<file path="config.mk">
export PLATFORM = sky130hd
export DESIGN_NAME = div_alu_sequencer
export DESIGN_NICKNAME = d
export VERILOG_FILES = /design/src/rtl/div_alu_sequencer.sv
export SDC_FILE = /design/constraint.sdc
export NUM_CORES = 1
export LEC_CHECK = 0
export CORE_ASPECT_RATIO = 0.9
export CORE_MARGIN = 3
export CORE_UTILIZATION = 55
export DETAILED_ROUTE_END_ITERATION = 12
export PLACE_DENSITY = 0.91
export SYNTH_ARGS = -nofsm -noshare
export SYNTH_HDL_FRONTEND = slang
export SYNTH_SLANG_ARGS = --single-unit
</file>
<file path="constraint.sdc">
create_clock -name clk -period 14.4 [get_ports clk]
set_input_delay 2.88 -clock clk [delete_from_list [all_inputs] [get_ports clk]]
set_output_delay 2.88 -clock clk [all_outputs]
set_load 0.03 [all_outputs]
</file>
<file path="src/rtl/div_alu_sequencer.sv">
// Multi-cycle RV32M DIV/DIVU/REM/REMU sequencer.
// All arithmetic is borrowed from the shared execute-stage ALU.
module div_alu_sequencer #(
    parameter int          XLEN      = 32,
    parameter logic [3:0]  ALUFN_ADD = 4'b0000,
    parameter logic [3:0]  ALUFN_SUB = 4'b0001
) (
    input  logic            clk,
    input  logic            rst,
    input  logic            start,
    input  logic [1:0]      op,
    input  logic [XLEN-1:0] dividend,
    input  logic [XLEN-1:0] divisor,
    output logic            busy,
    output logic            done,
    output logic [XLEN-1:0] result,
    output logic            alu_req,
    output logic [XLEN-1:0] alu_rs1,
    output logic [XLEN-1:0] alu_b,
    output logic [3:0]      alu_alufn,
    input  logic [XLEN-1:0] alu_r,
    input  logic            alu_cf
);

    typedef enum logic [2:0] {
        S_IDLE,
        S_ABS_A,
        S_ABS_B,
        S_DIV,
        S_SIGN,
        S_DONE
    } state_e;

    localparam logic [XLEN-1:0] MIN_NEG = {1'b1, {(XLEN-1){1'b0}}};
    localparam logic [XLEN-1:0] ALL_ONE = {XLEN{1'b1}};
    localparam logic [4:0]      LAST    = 5'(XLEN-1);

    state_e          state_q;
    logic [1:0]      op_q;
    logic [XLEN-1:0] a_q;
    logic [XLEN-1:0] b_q;
    logic [XLEN-1:0] quo_q;
    logic [XLEN-1:0] rem_q;
    logic [XLEN-1:0] dsr_q;
    logic [4:0]      cnt_q;
    logic            negq_q;
    logic            negr_q;
    logic            busy_q;
    logic            done_q;
    logic [XLEN-1:0] result_q;

    logic            in_signed;
    logic [XLEN-1:0] sh;
    logic            acc;
    logic [XLEN-1:0] sel_v;
    logic            sel_neg;

    assign in_signed = ~op[0];
    assign sh        = {rem_q[XLEN-2:0], quo_q[XLEN-1]};
    // A set top bit means the 33-bit partial already exceeds dsr.
    assign acc       = alu_cf | rem_q[XLEN-1];
    assign sel_v     = op_q[1] ? rem_q : quo_q;
    assign sel_neg   = op_q[1] ? negr_q : negq_q;

    assign busy   = busy_q;
    assign done   = done_q;
    assign result = result_q;

    always_comb begin
        alu_req   = 1'b0;
        alu_rs1   = '0;
        alu_b     = '0;
        alu_alufn = ALUFN_ADD;
        unique case (state_q)
            S_ABS_A: begin
                alu_req = 1'b1;
                if (~op_q[0] & a_q[XLEN-1]) begin
                    alu_b     = a_q;
                    alu_alufn = ALUFN_SUB;
                end else begin
                    alu_rs1 = a_q;
                end
            end
            S_ABS_B: begin
                alu_req = 1'b1;
                if (~op_q[0] & b_q[XLEN-1]) begin
                    alu_b     = b_q;
                    alu_alufn = ALUFN_SUB;
                end else begin
                    alu_rs1 = b_q;
                end
            end
            S_DIV: begin
                alu_req   = 1'b1;
                alu_rs1   = sh;
                alu_b     = dsr_q;
                alu_alufn = ALUFN_SUB;
            end
            S_SIGN: begin
                alu_req = 1'b1;
                if (sel_neg) begin
                    alu_b     = sel_v;
                    alu_alufn = ALUFN_SUB;
                end else begin
                    alu_rs1 = sel_v;
                end
            end
            default: ;
        endcase
    end

    always_ff @(posedge clk or posedge rst) begin
        if (rst) begin
            state_q  <= S_IDLE;
            op_q     <= '0;
            a_q      <= '0;
            b_q      <= '0;
            quo_q    <= '0;
            rem_q    <= '0;
            dsr_q    <= '0;
            cnt_q    <= '0;
            negq_q   <= 1'b0;
            negr_q   <= 1'b0;
            busy_q   <= 1'b0;
            done_q   <= 1'b0;
            result_q <= '0;
        end else begin
            done_q <= 1'b0;
            unique case (state_q)
                S_IDLE: begin
                    if (start) begin
                        op_q   <= op;
                        a_q    <= dividend;
                        b_q    <= divisor;
                        negq_q <= in_signed
                                & (dividend[XLEN-1] ^ divisor[XLEN-1]);
                        negr_q <= in_signed & dividend[XLEN-1];
                        busy_q <= 1'b1;
                        if (divisor == '0) begin
                            result_q <= op[1] ? dividend : ALL_ONE;
                            done_q   <= 1'b1;
                            state_q  <= S_DONE;
                        end else if (in_signed & (dividend == MIN_NEG)
                                   & (divisor == ALL_ONE)) begin
                            result_q <= op[1] ? '0 : MIN_NEG;
                            done_q   <= 1'b1;
                            state_q  <= S_DONE;
                        end else begin
                            state_q <= S_ABS_A;
                        end
                    end
                end
                S_ABS_A: begin
                    quo_q   <= alu_r;
                    state_q <= S_ABS_B;
                end
                S_ABS_B: begin
                    dsr_q   <= alu_r;
                    rem_q   <= '0;
                    cnt_q   <= '0;
                    state_q <= S_DIV;
                end
                S_DIV: begin
                    rem_q <= acc ? alu_r : sh;
                    quo_q <= {quo_q[XLEN-2:0], acc};
                    cnt_q <= cnt_q + 5'd1;
                    if (cnt_q == LAST) begin
                        state_q <= S_SIGN;
                    end
                end
                S_SIGN: begin
                    result_q <= alu_r;
                    done_q   <= 1'b1;
                    state_q  <= S_DONE;
                end
                S_DONE: begin
                    busy_q  <= 1'b0;
                    state_q <= S_IDLE;
                end
                default: begin
                    busy_q  <= 1'b0;
                    state_q <= S_IDLE;
                end
            endcase
        end
    end

endmodule

</file>
==> flow_metrics.tcl <==
set metrics [dict create \
    grt_util_all_layers_pct 33.9 \
    setup_ws_ps 7240 \
    utilization_pct 72.5 \
    p_seq_share_pct 35.0 \
    power_frac_comb_pct 43.5 \
    placed_cells 1558 \
    multi_input_area_mm2 0.00516 \
    power_switching_mw 1.09 \
    power_mw 2.75 \
    htreeDepth 1 \
    final_hold_viol_count 0 \
    dieArea_mm2 0.0211 \
    nFillCells 1351 \
    vias_per_cell 6.59 \
    ys_warn_count 0 \
    synth_ff_type "dfrtp_1" \
    cts_hold_buf 0 \
    max-slew-margin-rel_pct 15.9 \
    fmax_mhz 140 \
    ys_types 45 \
    fp.dieH_um 138 \
    skew_ps 8.24 \
    cts_resized 0 \
    ys_ff_latch 206 \
    syn_inst 1184 \
    seqCellArea_mm2 0.00516 \
    maxSlewViolCount 0 \
    arrival_ps 4280 \
    core_area_mm2 0.0187 \
    path_clk_slew_ps 60 \
    first_pass_iters 6 \
    cp-start-kind "register" \
    status "finished, final reports clean" \
    route.detailed.drc 0 \
    n_antenna_cell 0 \
    fin_area_mm2 0.0136 \
    routed_wirelength_mm 37.1 \
    grt_pass1_wl_mm 57.9 \
    clock_path_buffers 3 \
    area_growth_pct 27.3 \
    worst_slew_pin_slew_ps 1260 \
    place_congestion 0.932 \
    cts_setup_buffers 0 \
    hpwlAfterDp_mm 24.2 \
    num_vias 10525 \
    p_int_mw 1.66 \
    first_global_vias 10347 \
    synth_area_mm2 0.0107 \
    worstPathRequired_ps 11520 \
    fin_cells 1597 \
    switching_share_pct 39.7 \
    pwr_density_cell_mw_per_mm2 203 \
    peakVddDrop_uv 111 \
    cts_inserted_buffers 22 \
    postRouteAntennaNets 0 \
    nets 1441 \
    place_area_mm2 0.0128 \
    num_io_pins 205 \
    endpoint_kind "output port" \
    post-place-ws_ps 7890 \
    cts.sinks 206 \
    grt_start_max_net_pins 125 \
    cts_tree "built" \
    clkPwrFrac_pct 21.6 \
    finalSetupViolations 0 \
    path_class "register to output port" \
    numPortBuffers 201 \
    cap_violations 0 \
    fin_tns_setup_ps 0 \
    period_share_pct 49.7 \
    initial_core_util_pct 57.0 \
    hold-worst-slack_ps 491 \
    insertion_delay_ps 500 \
    async_reset_ff_share_pct 100 \
    hp-class "register to register" \
    avgSynthCellArea_um2 9.00 \
    seq_area_frac_synth_pct 48.4 \
    drt_iter0_markers 1436 \
    avgRoutedWirePerCell_um 23.2 \
    synth_edf_count 0 \
    die_w_um 153 \
    grt_setup_unrepaired "false" \
    antenna_found_initial 0 \
    cp_max_fo 34 \
    rows 47 \
    drive_above_1_share_pct 7.99 \
    p_leak_nw 5.95 \
    gr-total-overflow 0 \
    cts-root-buf "clkbuf_16" \
    min_period_ps 7160 \
]
[power by group through the flow]
stage               clock, mW  sequential [mW]  combinational [mW]
finish                  0.594            0.961                1.20
global placement            0            0.944                1.15
detailed placement          0            0.957                1.18
CTS                     0.597            0.951                1.19
floorplan                   0            0.917               0.756
global route            0.619            0.979                1.26
[registers in the layout (all words and copies together), names as in the netlist]
signal	flops
a_q	32
state_q	3
negq_q	1
busy	1
dsr_q	32
negr_q	1
cnt_q	5
op_q	2
result	32
rem_q	32
b_q	32
done	1
quo_q	32
[final timing paths]
path	from	to	slack, ps	depth (start not counted)
min in group asynchronous	rst	b_q[27]$_DFFE_PP0P_	2930	2
min	negq_q$_DFFE_PP0P_	negq_q$_DFFE_PP0P_	490	2
max	state_q[2]$_DFFE_PP0P_	alu_b[6]	7240	6
max in group asynchronous	rst	a_q[16]$_DFFE_PP0P_	9800	3
max reg2reg	state_q[1]$_DFFE_PP0P_	a_q[5]$_DFFE_PP0P_	11120	8
min reg2reg	negq_q$_DFFE_PP0P_	negq_q$_DFFE_PP0P_	490	2
[critical path, cell delays in order (launching register included)]
cell and delay [ps]:
dfrtp_1 510, nand2b_1 550, buf_4 440, nor2_4 760
buf_4 490, a221o_1 280, clkdlybuf4s50_1 690
[routing by layer]
| layer | vias to the layer above | global-route usage, % | share of wire, % |
|---|---|---|---|
| met1 | 5090 | 46.4 | 38 |
| met3 | 150 | 6.94 | 11 |
| met5 | - | 0 | 0 |
| met2 | 794 | 53.5 | 46 |
| li1 | 4491 | - | - |
| met4 | 0 | 13.8 | 4.5 |
[synthesized netlist by cell type, types with 2 or more instances]
master	count	area, um^2
a21oi_1	3	15.0
a221o_1	62	621
a31oi_1	31	194
and3_1	2	12.5
buf_1	5	18.8
buf_4	4	30.0
buf_6	2	22.5
clkbuf_1	81	304
dfrtp_1	206	5150
ha_1	2	25.0
inv_1	4	15.0
mux2_2	33	372
mux2i_1	94	941
nand2_1	344	1290
nand2b_1	4	25.0
nand3_1	39	195
nand3b_1	2	15.0
nand4_1	9	56.3
nor2_1	42	158
nor2b_1	3	18.8
nor3_1	7	35.0
nor4_1	16	100
o211ai_1	2	15.0
o21ai_0	165	826
xnor2_1	2	17.5
[layout make-up]
| cell class | count | area share, % |
|---|---|---|
| multi-input combinational | 882 | 38.0 |
| sequential | 206 | 38.0 |
| timing repair buffer | 221 | 15.9 |
| clock buffer | 30 | 4.81 |
| tap | 245 | 2.26 |
| clock inverter | 9 | 0.766 |
| inverter | 4 | 0.166 |
[cell families after synthesis]
group	synth area share, %
adder cells (fa/ha/maj)	0.235
flip-flops	48.4
multiplexers	12.3
buffers and inverters	3.85
AND/OR/NAND/NOR	18.6
other	0.0352
XOR/XNOR	0.164
AO/OA/AOI/OAI	16.4
[placed cells by master (no fill, tap or decap), drive strengths merged, types with 7 or more instances in the layout]
cell type	netlist	final
nand4	9	9
nor4	16	16
nand3	39	39
mux2	33	33
a221o	62	62
clkdlybuf4s50	0	201
mux2i	94	94
o21ai	165	165
nor2	43	43
buf	13	20
a31oi	31	31
nor3	7	7
dfrtp	206	206
nand2	344	344
clkbuf	81	30
(Power assumes the default switching activity.)
